==> config.mk <==
export PLATFORM = sky130hd
export DESIGN_NAME = bitserial_subtractor
export DESIGN_NICKNAME = d
export VERILOG_FILES = /design/src/rtl/bitserial_subtractor.sv
export SDC_FILE = /design/constraint.sdc
export NUM_CORES = 1
export LEC_CHECK = 0
export ABC_CLOCK_PERIOD_IN_PS = 2200
export CORE_MARGIN = 2
export CORE_UTILIZATION = 55
export CTS_BUF_LIST = sky130_fd_sc_hd__clkbuf_2
export CTS_CLUSTER_DIAMETER = 100
export CTS_CLUSTER_SIZE = 40
export DETAILED_ROUTE_END_ITERATION = 7
export PLACE_DENSITY_LB_ADDON = 0.3
export SLEW_MARGIN = 20
export SYNTH_ARGS = -nofsm -noshare
export SYNTH_HDL_FRONTEND = slang
export SYNTH_SLANG_ARGS = --single-unit
==> constraint.sdc <==
create_clock -name clk -period 2.2 [get_ports clk]
set_input_delay 0.66 -clock clk [delete_from_list [all_inputs] [get_ports clk]]
set_output_delay 0.66 -clock clk [all_outputs]
set_load 0.01 [all_outputs]
==> src/rtl/bitserial_subtractor.sv <==
// bitserial_subtractor: LSB-first bit-serial a - b - bin with start/busy/done handshake.
// Per-bit stage is a 3-to-8 minterm decoder feeding OR gates, like the adder cells.
module bitserial_subtractor #(
    parameter int WIDTH = 8
) (
    input  logic             clk,
    input  logic             rst,
    input  logic             start,
    input  logic [WIDTH-1:0] a,
    input  logic [WIDTH-1:0] b,
    input  logic             bin,
    output logic             busy,
    output logic             done,
    output logic [WIDTH-1:0] diff,
    output logic             bout
);
    localparam int CW = $clog2(WIDTH);
    typedef enum logic [1:0] {IDLE, SHIFT, DONE} state_t;
    state_t           r_state;
    logic [WIDTH-1:0] r_a, r_b, r_res;
    logic             r_bw;
    logic [CW-1:0]    r_cnt;
    logic [7:0]       w_m;
    logic             w_d, w_bo;
    logic [WIDTH-1:0] w_res;
    always_comb begin
        w_m   = 8'b1 << {r_a[0], r_b[0], r_bw};
        w_d   = w_m[1] | w_m[2] | w_m[4] | w_m[7];
        w_bo  = w_m[1] | w_m[2] | w_m[3] | w_m[7];
        w_res = {w_d, r_res[WIDTH-1:1]};
    end
    // diff/bout only change on the final bit, so an aborted or ignored op never disturbs them
    always_ff @(posedge clk or posedge rst) begin
        if (rst) begin
            r_state <= IDLE;
            r_a     <= '0;
            r_b     <= '0;
            r_res   <= '0;
            r_bw    <= 1'b0;
            r_cnt   <= '0;
            busy    <= 1'b0;
            done    <= 1'b0;
            diff    <= '0;
            bout    <= 1'b0;
        end else begin
            done <= 1'b0;
            case (r_state)
                SHIFT: begin
                    r_a   <= {1'b0, r_a[WIDTH-1:1]};
                    r_b   <= {1'b0, r_b[WIDTH-1:1]};
                    r_res <= w_res;
                    r_bw  <= w_bo;
                    r_cnt <= r_cnt + 1'b1;
                    if (r_cnt == CW'(WIDTH - 1)) begin
                        r_state <= DONE;
                        busy    <= 1'b0;
                        done    <= 1'b1;
                        diff    <= w_res;
                        bout    <= w_bo;
                    end
                end
                default: begin
                    if (start) begin
                        r_state <= SHIFT;
                        r_a     <= a;
                        r_b     <= b;
                        r_bw    <= bin;
                        r_cnt   <= '0;
                        busy    <= 1'b1;
                    end else begin
                        r_state <= IDLE;
                    end
                end
            endcase
        end
    end
endmodule

# --- Word-level counts from Yosys, hierarchy flattened ---
# Index checks and enable logic that the tools add are counted.
word_totals:
  wordCells: 39
  regBits: 41
  inputBits: 20
classes:
  bitwise_logic: 5
  shift: 1
  n_eq_ne: 3
  add_sub_neg: 1
  mux: 16
  reduce_logical: 3
op_table:
  columns: ["operator", "count"]
  rows:
  - ["2-to-1 mux 8 bit", 4]
  - ["2-to-1 mux 1 bit", 8]
  - ["left shift 1 x 3 -> 8 bit, first input constant", 1]
  - ["2-to-1 mux 3 bit", 2]
  - ["bitwise OR 1 bit", 5]
  - ["2-to-1 mux 2 bit", 2]
  - ["AND reduction 2 bit", 2]
  - ["adder 3 x 1 -> 3 bit, second input constant", 1]
  - ["== test 3 bit, second input constant", 1]
  - ["== test 2 x 1 -> 1 bit, second input constant", 1]
  - ["inequality test 2 bit, second input constant", 1]
  - ["nonzero test 2 bit", 1]

# --- Longest topological paths before layout ---
logic_depth:
  depth_word: 5
  depth_mapped: 5
  depth_no_buf: 4

# --- Worst setup path before layout ---
# No wires, ideal clock.
synth_timing:
  path_type: "register to register"
  start: "register r_cnt[0]"
  end: "register bout"
  path_slack_ns: 0.662
  synth_period_minus_slack_ns: 1.538
  path_stages_with_launch: 6
  setup_ns: 0.125
  t_arrival_ns: 1.413
  path_buffers: 1
  cell_sequence: "dfrtp_1 > ha_1 > ha_1 > nand3b_1 > buf_2 > mux2_2"
synth_between:
  elab_chain_cells: 2
synth_rtl:
  columns: ["element", "line_no", "rtl"]
  rows:
  - ["from (decl)", "22", "logic [CW-1:0] r_cnt;"]
  - ["from (signal assigned)", "53", "r_cnt <= r_cnt + 1'b1;"]
  - ["== test 3 bit", "54", "if (r_cnt == CW'(WIDTH - 1)) begin"]
  - ["AND reduction 2 bit (no source line)", null, null]
  - ["to (signal assigned)", "59", "bout <= w_bo;"]
  - ["to (decl)", "15", "output logic bout"]
# No other way between the ends.
# A chain may end at the register's enable or synchronous reset.

# --- Worst setup path after layout ---
layout_timing:
  start: "register busy"
  end: "output busy"
layout_rtl:
  columns: ["element", "line_no", "rtl"]
  rows:
  - ["from (decl)", "12", "output logic busy,"]
  - ["from (signal assigned)", "41", "busy <= 1'b0;"]
  - ["from (signal assigned)", "56", "busy <= 1'b0;"]
  - ["from (signal assigned)", "69", "busy <= 1'b1;"]
# No word-level cell between the ends.

==> flow_summary.toml <==
[status]
result_of_the_run = "completed"

[final_layout]
drive_gt1_share_pct = 38.06
synthToLayoutAreaGrowth_pct = 23.16
stdcell_area_sq_mm = 0.002302
design.final.nets = 177
commonest_non_fill_non_tap_cells_in_the_layout = "sky130_fd_sc_hd__dfrtp_1, sky130_fd_sc_hd__clkdlybuf4s50_1, sky130_fd_sc_hd__mux2_4"
utilization_of_the_core_after_routing_pct = 69.54
antenna-diode-count = 0
leading_cell_type_in_the_layout_fill_and_taps_excluded = "sky130_fd_sc_hd__dfrtp_1"

[grt]
grt_overflow = 0
gr-max-usage-layer = "met2"
grt.met1_usage_pct = 24.02
groute.layer.met2.usage_pct = 27.31
grt_util_overall_pct = 17.67
antenna_found_initial = 0
use_met3_pct = 4.891
grt_pass1_vias = 1113
grt_max_degree = 41
grt_first_pass_wirelength_microns = 5313

[critical_path]
timing.critical_path.from_type = "flop"
cp.required_ns = 1.54
setup.reg_to_reg.worst_slack_ns = 0.50
worstReg2RegStart = "r_cnt[0]"
max_stage_delay_ns = 0.55
criticalPathCategory = "flop to output port"
cpMaxStageDelayCell = "sky130_fd_sc_hd__clkdlybuf4s50_1"
worst_ep_arrival_time_ns = 1.34
critPathBufInv = 1
worst_path_dominant_cell_family = "buffers and inverters"
worstSetupStartpoint = "busy"
worstPathCellList = "clkdlybuf4s50_1"
worstSetupEndpointType = "output port"
critical_path_peak_fanout = 3

[timing]
final_critical_path_setup_slack_ns = 0.2015
hold_violations = 0
finalMaxSlewViolations = 0
rsz0062_at_grt = "false"
max_freq_mhz = 500.4
min_tclk_post_route_ns = 1.998
timing.final.setup_violations = 0
worst_pin_slew_ns = 0.5366
maxSlewHeadroom_pct = 64.22
post-route-period-util_pct = 90.84
setup_tns_ns = 0
clock-skew-final_ns = 0.01249

[die]
core_area_sq_mm = 0.003311
die_h_microns = 62.30
die_area_sq_mm = 0.003881
initial_core_util_pct = 56.46
die-width_microns = 62.30
rows = 21
io_pins = 31

[yosys]
seq_area_frac_synth_pct = 53.55
synthesis.nets = 141
synth_cell_type_count = 15
netlist_area_sq_mm = 0.001869
synth-seq-cells = 40
post_synth_inst_count = 118
post_synth.cell_area_avg_sq_um = 15.84
yosysWarnings = 0

[power_and_ir_drop]
total_leakage_power_nw = 1.102
powerDensity_mw_per_mm2 = 1292
finalPower_w = 0.002973
irDropWorstVdd_mv = 0.7535

[detailed_routing]
detailroute.via_count = 1001
dr.first_iter.drc_count = 31
drt-pass1-iter-count = 4
detail_route.wl_per_cell_microns = 14.28
drt-total-wl_microns = 2870
drtAntennaViolNets = 0
route.detailed.vias_per_inst = 4.980
drc = 0

[placed_design]
detailed_place_hpwl_microns = 1873
place_congestion = 0.7005
io_buffer_count = 30
detailedPlace.worstSlack_ns = 0.09960
place_area_sq_mm = 0.002235

[cts]
post_cts_resize_count = 0
cts.reportedPaths.clkPinSlew_ns = 0.19
clock_latency_ns = 0.38
cts_tree = "done"
ctsLongestPathBuffers = 2
ctsHoldBuffers = 0
clk_root_buffer_cell = "sky130_fd_sc_hd__clkbuf_2"
htree_levels = 2
cts_made_buffers = 5
cts_setup_buffers = 0
clock-sinks = 40

[min_path]
hold_start = "r_cnt[0]"
min_path_type = "flop to flop"

[job]
max_cap_violations = 0
cells by family after synthesis:
| logic type | synth area share, % |
|---|---|
| AO/OA/AOI/OAI | 0.6692 |
| buffers and inverters | 4.150 |
| multiplexers | 36.21 |
| AND/OR/NAND/NOR | 3.012 |
| adder cells (fa/ha/maj) | 2.409 |
| flip-flops | 53.55 |
cell type report:
class,instances,area [sq um]
Fill cell,238,1008
Sequential cell,40,1001
Multi-Input combinational cell,66,790.8
Timing Repair Buffer,35,362.8
Tap cell,46,57.56
Clock inverter,3,42.54
Clock buffer,5,25.02
Inverter,6,22.52
registers in the layout, indices dropped and copies added (netlist names):
name / flops
r_bw: 1
diff: 8
busy: 1
r_a: 8
done: 1
r_cnt: 3
r_res: 7
r_b: 8
r_state: 2
bout: 1
synth_stat cells:
| cell | instances | area share (%) |
|---|---|---|
| sky130_fd_sc_hd__nand2b_1 | 3 | 1.0 |
| sky130_fd_sc_hd__mux2_4 | 29 | 23 |
| sky130_fd_sc_hd__mux2_2 | 17 | 10 |
| sky130_fd_sc_hd__inv_1 | 6 | 1.2 |
| sky130_fd_sc_hd__nor2b_1 | 3 | 1.0 |
| sky130_fd_sc_hd__ha_1 | 2 | 1.3 |
| sky130_fd_sc_hd__buf_2 | 2 | 0.54 |
| sky130_fd_sc_hd__buf_6 | 4 | 2.4 |
| sky130_fd_sc_hd__nor2_1 | 3 | 0.60 |
| sky130_fd_sc_hd__dfrtp_1 | 40 | 54 |
| sky130_fd_sc_hd__o21a_1 | 1 | 0.40 |
| sky130_fd_sc_hd__nand3b_1 | 1 | 0.40 |
| sky130_fd_sc_hd__a21oi_1 | 1 | 0.27 |
| sky130_fd_sc_hd__fa_1 | 1 | 1.1 |
| sky130_fd_sc_hd__mux2i_1 | 5 | 2.7 |
through the flow:
step	hold slack, ns	instances
2_1_floorplan	0.4528	118
3_3_place_gp	0.4733	193
3_5_place_dp	0.4776	193
4_1_cts	0.5036	201
5_1_grt	0.5177	201
6_report	0.5008	201
worst paths after layout:
path                       depth (start not counted)       end
max                                                1      busy
min                                                1  r_cnt[0]
max reg2reg                                        5   diff[1]
min reg2reg                                        1  r_cnt[0]
max in group asynchronous                          3    r_b[4]
min in group asynchronous                          3   diff[7]
layer usage:
metal	up-vias	routed length (microns)
met1	498	1349
met4	0	25
met5	-	0
li1	477	-
met2	24	1363
met3	2	132
power breakdown:
part	switching, W	internal (W)
registers	0.000181	0.00106
logic	0.000446	0.000863
clock network	0.000236	0.000190
total	0.000863	0.00211
Power figures use the tool's default switching activity.
